**config.mk**
```make
export PLATFORM = sky130hd
export DESIGN_NAME = mux_oht_pipe
export DESIGN_NICKNAME = d
export VERILOG_FILES = /design/src/rtl/mux_oht_pipe.sv
export SDC_FILE = /design/constraint.sdc
export NUM_CORES = 1
export LEC_CHECK = 0
export CORE_ASPECT_RATIO = 0.7
export CORE_MARGIN = 4
export CORE_UTILIZATION = 25
export CTS_CLUSTER_DIAMETER = 150
export DETAILED_ROUTE_END_ITERATION = 16
export REMOVE_ABC_BUFFERS = 1
export SYNTH_ARGS = -nofsm -noshare
export SYNTH_HDL_FRONTEND = slang
export SYNTH_SLANG_ARGS = --single-unit
```
**constraint.sdc**
```tcl
create_clock -name clk -period 1.3 [get_ports clk]
set_input_delay 0.26 -clock clk [delete_from_list [all_inputs] [get_ports clk]]
set_output_delay 0.26 -clock clk [all_outputs]
set_load 0.02 [all_outputs]
```
**src/rtl/mux_oht_pipe.sv**
```systemverilog
// Pipelined one-hot select multiplexer built as a radix-SPLIT AND-OR tree.
// A register stage follows every REG_EVERY tree levels; the last level is
// always registered and drives the m_* outputs. Each node also produces a
// hit flag (any select below it) and an err flag (two or more selects below it).
//
// Handshake: a transfer happens on a rising edge where vld && rdy. Each stage
// keeps one valid bit; stage k may load when it is empty or when everything
// downstream of it can advance: rdy_k = ~vld_k | rdy_(k+1), with the last
// stage using m_rdy. s_rdy is rdy_0. A stage that is not ready holds its data,
// flags and valid bit, so outputs stay stable while m_vld=1 and m_rdy=0.
module mux_oht_pipe #(
    parameter type DAT_T     = logic [8-1:0],
    parameter int  WIDTH     = 32,
    parameter int  SPLIT     = 2,
    parameter int  REG_EVERY = 2
) (
    input  logic             clk,
    input  logic             rst_n,
    input  logic             s_vld,
    output logic             s_rdy,
    input  logic [WIDTH-1:0] s_oht,
    input  DAT_T             s_ary [WIDTH],
    output logic             m_vld,
    input  logic             m_rdy,
    output logic             m_hit,
    output logic             m_err,
    output DAT_T             m_dat
);

    function automatic int calc_levels(input int w, input int s);
        int l;
        int p;
        l = 0;
        p = 1;
        while (p < w) begin
            p = p * s;
            l = l + 1;
        end
        return l;
    endfunction

    function automatic int ipow(input int b, input int e);
        int r;
        r = 1;
        for (int i = 0; i < e; i++) r = r * b;
        return r;
    endfunction

    localparam int LEVELS  = calc_levels(WIDTH, SPLIT);
    localparam int POWER   = ipow(SPLIT, LEVELS);
    localparam int LATENCY = (LEVELS + REG_EVERY - 1) / REG_EVERY;

    // Per-level combinational node outputs and per-stage registered outputs.
    // Only the low entries of each row carry real nodes; the rest are tied to 0.
    DAT_T             lv_dat [LEVELS][POWER];
    logic [POWER-1:0] lv_hit [LEVELS];
    logic [POWER-1:0] lv_err [LEVELS];
    DAT_T             st_dat [LATENCY][POWER];
    logic [POWER-1:0] st_hit [LATENCY];
    logic [POWER-1:0] st_err [LATENCY];

    logic [LATENCY-1:0] vld;
    logic [LATENCY-1:0] rdy;
    logic [LATENCY-1:0] vin;

    // Unrolled ready chain: a stage can load if any stage from it to the
    // output is empty, or the consumer accepts.
    for (genvar k = 0; k < LATENCY; k++) begin : g_rdy
        assign rdy[k] = m_rdy | ~(&vld[LATENCY-1:k]);
    end

    if (LATENCY == 1) begin : g_vin_one
        assign vin = s_vld;
    end else begin : g_vin_many
        assign vin = {vld[LATENCY-2:0], s_vld};
    end

    // Stage valid bits advance only where the stage is ready.
    always_ff @(posedge clk) begin
        if (!rst_n) begin
            vld <= '0;
        end else begin
            for (int k = 0; k < LATENCY; k++) begin
                if (rdy[k]) vld[k] <= vin[k];
            end
        end
    end

    for (genvar j = 0; j < LEVELS; j++) begin : g_lvl
        localparam int NCNT   = POWER / ipow(SPLIT, j + 1);
        localparam bit IS_REG = (((j + 1) % REG_EVERY) == 0) || (j == LEVELS - 1);
        localparam int STG    = j / REG_EVERY;

        DAT_T             in_dat [POWER];
        logic [POWER-1:0] in_hit;
        logic [POWER-1:0] in_err;
        DAT_T             nd_dat [POWER];
        logic [POWER-1:0] nd_hit;
        logic [POWER-1:0] nd_err;

        if (j == 0) begin : g_leaf
            // Leaves beyond WIDTH are constant zero so the tree prunes them.
            for (genvar n = 0; n < POWER; n++) begin : g_pad
                if (n < WIDTH) begin : g_real
                    assign in_dat[n] = s_ary[n];
                    assign in_hit[n] = s_oht[n];
                end else begin : g_zero
                    assign in_dat[n] = '0;
                    assign in_hit[n] = 1'b0;
                end
            end
            assign in_err = '0;
        end else if ((j % REG_EVERY) == 0) begin : g_src_reg
            assign in_dat = st_dat[j / REG_EVERY - 1];
            assign in_hit = st_hit[j / REG_EVERY - 1];
            assign in_err = st_err[j / REG_EVERY - 1];
        end else begin : g_src_comb
            assign in_dat = lv_dat[j - 1];
            assign in_hit = lv_hit[j - 1];
            assign in_err = lv_err[j - 1];
        end

        // AND-OR reduction of SPLIT children; a second child hit flags err.
        always_comb begin
            for (int n = 0; n < POWER; n++) begin
                nd_dat[n] = '0;
                nd_hit[n] = 1'b0;
                nd_err[n] = 1'b0;
            end
            for (int n = 0; n < NCNT; n++) begin
                for (int c = 0; c < SPLIT; c++) begin
                    if (in_hit[n*SPLIT+c]) begin
                        nd_err[n] = nd_err[n] | nd_hit[n];
                        nd_dat[n] = nd_dat[n] | in_dat[n*SPLIT+c];
                        nd_hit[n] = 1'b1;
                    end
                    nd_err[n] = nd_err[n] | in_err[n*SPLIT+c];
                end
            end
        end

        assign lv_dat[j] = nd_dat;
        assign lv_hit[j] = nd_hit;
        assign lv_err[j] = nd_err;

        if (IS_REG) begin : g_reg
            DAT_T             q_dat [POWER];
            logic [POWER-1:0] q_hit;
            logic [POWER-1:0] q_err;

            // Pipeline register for this level; holds while the stage is stalled.
            always_ff @(posedge clk) begin
                if (!rst_n) begin
                    for (int n = 0; n < POWER; n++) q_dat[n] <= '0;
                    q_hit <= '0;
                    q_err <= '0;
                end else if (rdy[STG]) begin
                    q_dat <= nd_dat;
                    q_hit <= nd_hit;
                    q_err <= nd_err;
                end
            end

            assign st_dat[STG] = q_dat;
            assign st_hit[STG] = q_hit;
            assign st_err[STG] = q_err;
        end
    end

    assign s_rdy = rdy[0];
    assign m_vld = vld[LATENCY-1];
    assign m_dat = st_dat[LATENCY-1][0];
    assign m_hit = st_hit[LATENCY-1][0];
    assign m_err = st_err[LATENCY-1][0];

endmodule

```
Word-level counts from Yosys, hierarchy flattened
Cells that the tools add are included.
{ "totals": {"reg_bits": 113, "output_inout_bits": 12, "in_bits": 292, "wordCells": 244} }
{ "classes": {"muxes": 155, "n_bitwise": 67, "reduce_logical": 2} }
{ "op_table": {"columns": ["operator", "n"], "rows": [
  ["$mux 8", 62],
  ["$or 8x8->8", 31],
  ["$mux 1", 93],
  ["$or 1x1->1", 33],
  ["$not 1->1", 3],
  ["$reduce_and 3->1", 1],
  ["$reduce_and 2->1", 1]
]} }

Depth between registers and ports, before layout
{ "depth": {"ltp_word": 7, "mapped_depth": 6, "ltp_nobuf": 4} }

Worst setup path after synthesis
Ideal clock, no wire load.
{ "synth_path": {"path_kind": "register to register", "from": "reg vld[2]", "to": "reg g_lvl[1].g_reg.q_dat[254] (netlist name)", "period_less_slack_ps": 1337, "t_required_ps": 1177, "setup_time_ps": 123, "n_path_buf": 2, "t_arrival_ps": 1214, "slack_ps": -37, "path_stages_with_launch": 7, "path_cell_list": "dfxtp_1 -> and4b_1 -> buf_6 -> inv_8 -> buf_6 -> o21ai_1 -> a21oi_1"} }
{ "synth_via": {"elab_chain_cells": 3} }
{ "synth_rtl": {"columns": ["item", "line_no", "source"], "rows": [
  ["start: declaration", "62", "logic [LATENCY-1:0] vld;"],
  ["start signal: indexed assignment", "84", "if (rdy[k]) vld[k] <= vin[k];"],
  ["$reduce_and 3->1", "69", "assign rdy[k] = m_rdy | ~(&vld[LATENCY-1:k]);"],
  ["$not 1->1", "69", null],
  ["$or 1x1->1", "69", null],
  ["via s_rdy", "20", "output logic s_rdy,"],
  ["end signal: assignment", "158", "q_dat <= nd_dat;"],
  ["end: declaration", "147", "DAT_T q_dat [POWER];"]
]} }
The timed path passes the listed nets, and every way through them passes these cells.
A chain may end at the register's enable or synchronous reset.

Worst setup path in the final report
{ "layout_path": {"from": "reg vld[0]", "to": "reg g_lvl[1].g_reg.q_dat[221] (netlist name)"} }
{ "layout_via": {"elab_chain_cells": 3} }
{ "layout_rtl": {"columns": ["item", "line_no"], "rows": [
  ["$reduce_and 3->1", "69"],
  ["$not 1->1", "69"],
  ["$or 1x1->1", "69"]
]} }
No other way between the ends.

==> summary.md <==
| Metric | Value |
|---|---|
| Initial Utilization | 25.4% |
| TritonCTS clock tree | built |
| Async set or reset register ratio after synthesis | 0% |
| First-pass DRT Iterations | 4 |
| Outcome | finished with violations |
| Synth Area in Compound Gates | 47.9% |
| Slew Limit Fails | 0 |
| Post-Synth Simple-Gate Area | 5.43% |
| Crit path launch | vld[0] |
| CTS H-tree lvls | 4 |
| GPL Wtd Cong | 0.757 |
| Cell count after synthesis | 629 |
| Reg2Reg Launch Point | vld[0] |
| Top-count cell post-synth | dfxtp_1 |
| Post-Synth Adder-Cell Area | 1.34% |
| Hold Crit Depth | 4 |
| CP max-delay cell | dfxtp_2 |
| Post-synth top cells | dfxtp_1, a22oi_1, o21ai_1 |
| Fmax | 0.683 GHz |
| End of the worst register-to-register path | g_lvl[1].g_reg.q_dat[221] |
| Clock Latency Late Sink | 410 ps |
| Tot Pwr | 10.9 mW |
| Critical setup path kind | reg2reg |
| Hold_buf cts | 0 |
| Vias in the first global route | 6694 |
| Dpl hpwl | 19100 um |
| Worst setup EP type | register |
| Failing checks | setup timing |
| Initial DRC Count | 393 |
| Yosys warning count | 0 |
| Main combinational cell family by area after synthesis | compound AO/OA/AOI/OAI gates |
| Util after Layout | 45.7% |
| # diodes | 0 |
| Rows | 47 |
| Max_slew headroom | 65.8% |
| Setup crit start kind | register |
| Post-Place Worst Slack | -649 ps |
| Worst path max stage delay | 330 ps |
| Register bit total from synthesis | 113 |
| Chip width | 193 um |
| Leakage | 3.93 nW |
| Mapped Avg Cell Area | 9.52 um^2 |
| Port bufs | 303 |
| Total routed wirelength | 26400 um |
| Share of cells above drive strength 1 | 27.8% |
| RSZ-0062 raised after global routing | yes |
| Clock transition at the registers of the reported paths | 60 ps |
| Largest net degree at the start of global routing | 58 |
| Final Hold Viols | 0 |
| Total number of vias | 6659 |
| Req. time, crit path | 1630 ps |
| DR WL/cell | 20.6 um |
| Die area | 0.0265 mm^2 |
| Post-Syn Area | 0.00599 mm^2 |
| Dominant cell type by area after synthesis | dfxtp_1 |
| R2r setup slk | -160 ps |
| Tcrit/Tclk final | 113% |
| Synth area leaders | dfxtp_1, a221oi_2, a22oi_1 |
| GR Overflow Total | 0 |
| Layout Nets | 1247 |
| Vias per inst | 5.18 |
| XOR/XNOR Fraction of Synth Area | 0% |
| Setup TNS | -7600 ps |
| DR DRC count | 0 |
| Min cycle time layout | 1460 ps |
| Post-synthesis cell type count | 36 |
| Peak VDD IR | 0.000819 V |
| CTS Buf Count | 17 |
| Sequential area share after synthesis | 37.8% |
| Clock sink total | 113 |
| R2R depth | 5 |
| Worst Hold Slack | 338 ps |
| Hold/Removal Path Class | in2reg |
| Slew @ Worst Pin | 512 ps |
| I/O Pins | 304 |
| Post-DRT Antenna Nets | 0 |
| Worst Path Max Fanout | 21 |
| CP Cell Sequence | and4b_4 > buf_4 > buf_16 > a221oi_2 > a21oi_1 |
| PD cells | 1010 mW/mm^2 |
| Total core area | 0.0236 mm^2 |
| WHS Endpoint | g_lvl[1].g_reg.q_dat[214] |
| Antenna violations before repair | 0 |
| Top_reg_cell synth | dfxtp_1 |
| Mux contribution to synthesized area | 0% |
| Arr. time, crit path | 1790 ps |
| Worst Setup Slack, final | -165 ps |
| Final Skew | 11.2 ps |
| Final setup violation count | 82 |
| Max-Cap Viols | 0 |
| Synth top area share | 37.8% |
| Hold Path Origin | rst_n |
| Number of synthesized flops with an enable pin | 0 |
| First-pass GRT wire length | 38100 um |
| Overall Global Routing Usage | 18.8% |
| Clock Tree Root | clkbuf_16 |
| Die height | 138 um |
| Synth-to-layout area growth | 79.9% |
| Bufs on Longest Clock Path | 2 |
==> registers in the layout (all words and copies together) (netlist names) <==
name               flops
g_lvl.g_reg.q_hit     11
g_lvl.g_reg.q_err     11
m_dat                  8
g_lvl.g_reg.q_dat     80
vld                    3
==> placed cells by master (no fill, tap or decap), drive strengths merged, types with 10 or more instances in the layout <==
master / n
clkbuf: 24
buf: 91
clkdlybuf4s50: 289
nor2: 18
a21oi: 64
o21ai: 91
nand2: 10
a221oi: 74
dfxtp: 113
a31oi: 18
a22oi: 96
==> power breakdown <==
part,internal (mW),total (mW),switching (mW)
sequential,3.76,4.05,0.285
clock,2.79,4.59,1.80
combinational,1.42,2.28,0.862
==> worst max-delay path by stage <==
stage | slack [ps] | depth (start not counted) | endpoint
2_1_floorplan | -2820 | 4 | g_lvl[1].g_reg.q_dat[192]
3_3_place_gp | -630 | 4 | s_rdy
3_5_place_dp | -650 | 4 | s_rdy
4_1_cts | -170 | 3 | s_rdy
5_1_grt | -190 | 5 | g_lvl[1].g_reg.q_dat[197]
6_report | -160 | 5 | g_lvl[1].g_reg.q_dat[221]
==> cell families after synthesis <==
| group | after synthesis |
|---|---|
| simple gates | 62 |
| buf+inv | 79 |
| compound gates | 367 |
| fa+ha+maj | 8 |
| flops | 113 |
==> area by class of cell <==
cell class	count	area (um^2)
clock inverters	11	105
flip-flops and latches	113	2270
repair buffers	384	3930
well taps	318	398
inverters	2	15.0
fillers	2253	12800
clock buffers	21	470
multi-input cells	437	3580
==> metal layers <==
metal,track usage [%],routed length [um],share of wire (%),up-vias
met5,0,0,0,-
met2,26.7,11000,42,250
met4,4.05,212,0.80,0
li1,-,-,-,3206
met1,28.1,13000,49,3190
met3,5.34,2190,8.3,13
==> worst max-delay path, delay by kind of cell (launching register included) <==
family	cells	cell delay, ps
buffers and inverters	2	490
DFF	1	330
AOI/OAI and AO/OA	2	250
and+or+nand+nor	1	290
==> metrics by stage <==
step	instance area, um^2	cells
finish	10800	1286
global route	10800	1286
CTS	10600	1283
detailed placement	9630	1244
global placement	9630	1244
floorplan	5550	552
==> what timing repair did <==
| item | in CTS | in global routing |
|---|---|---|
| pin swaps | 4 | 6 |
| setup buffers | 2 | 1 |
| gates cloned | 5 | 3 |
| resized for setup | 123 | 29 |
| endpoints found under the setup margin | 95 | 99 |
Power figures use the tool's default switching activity.
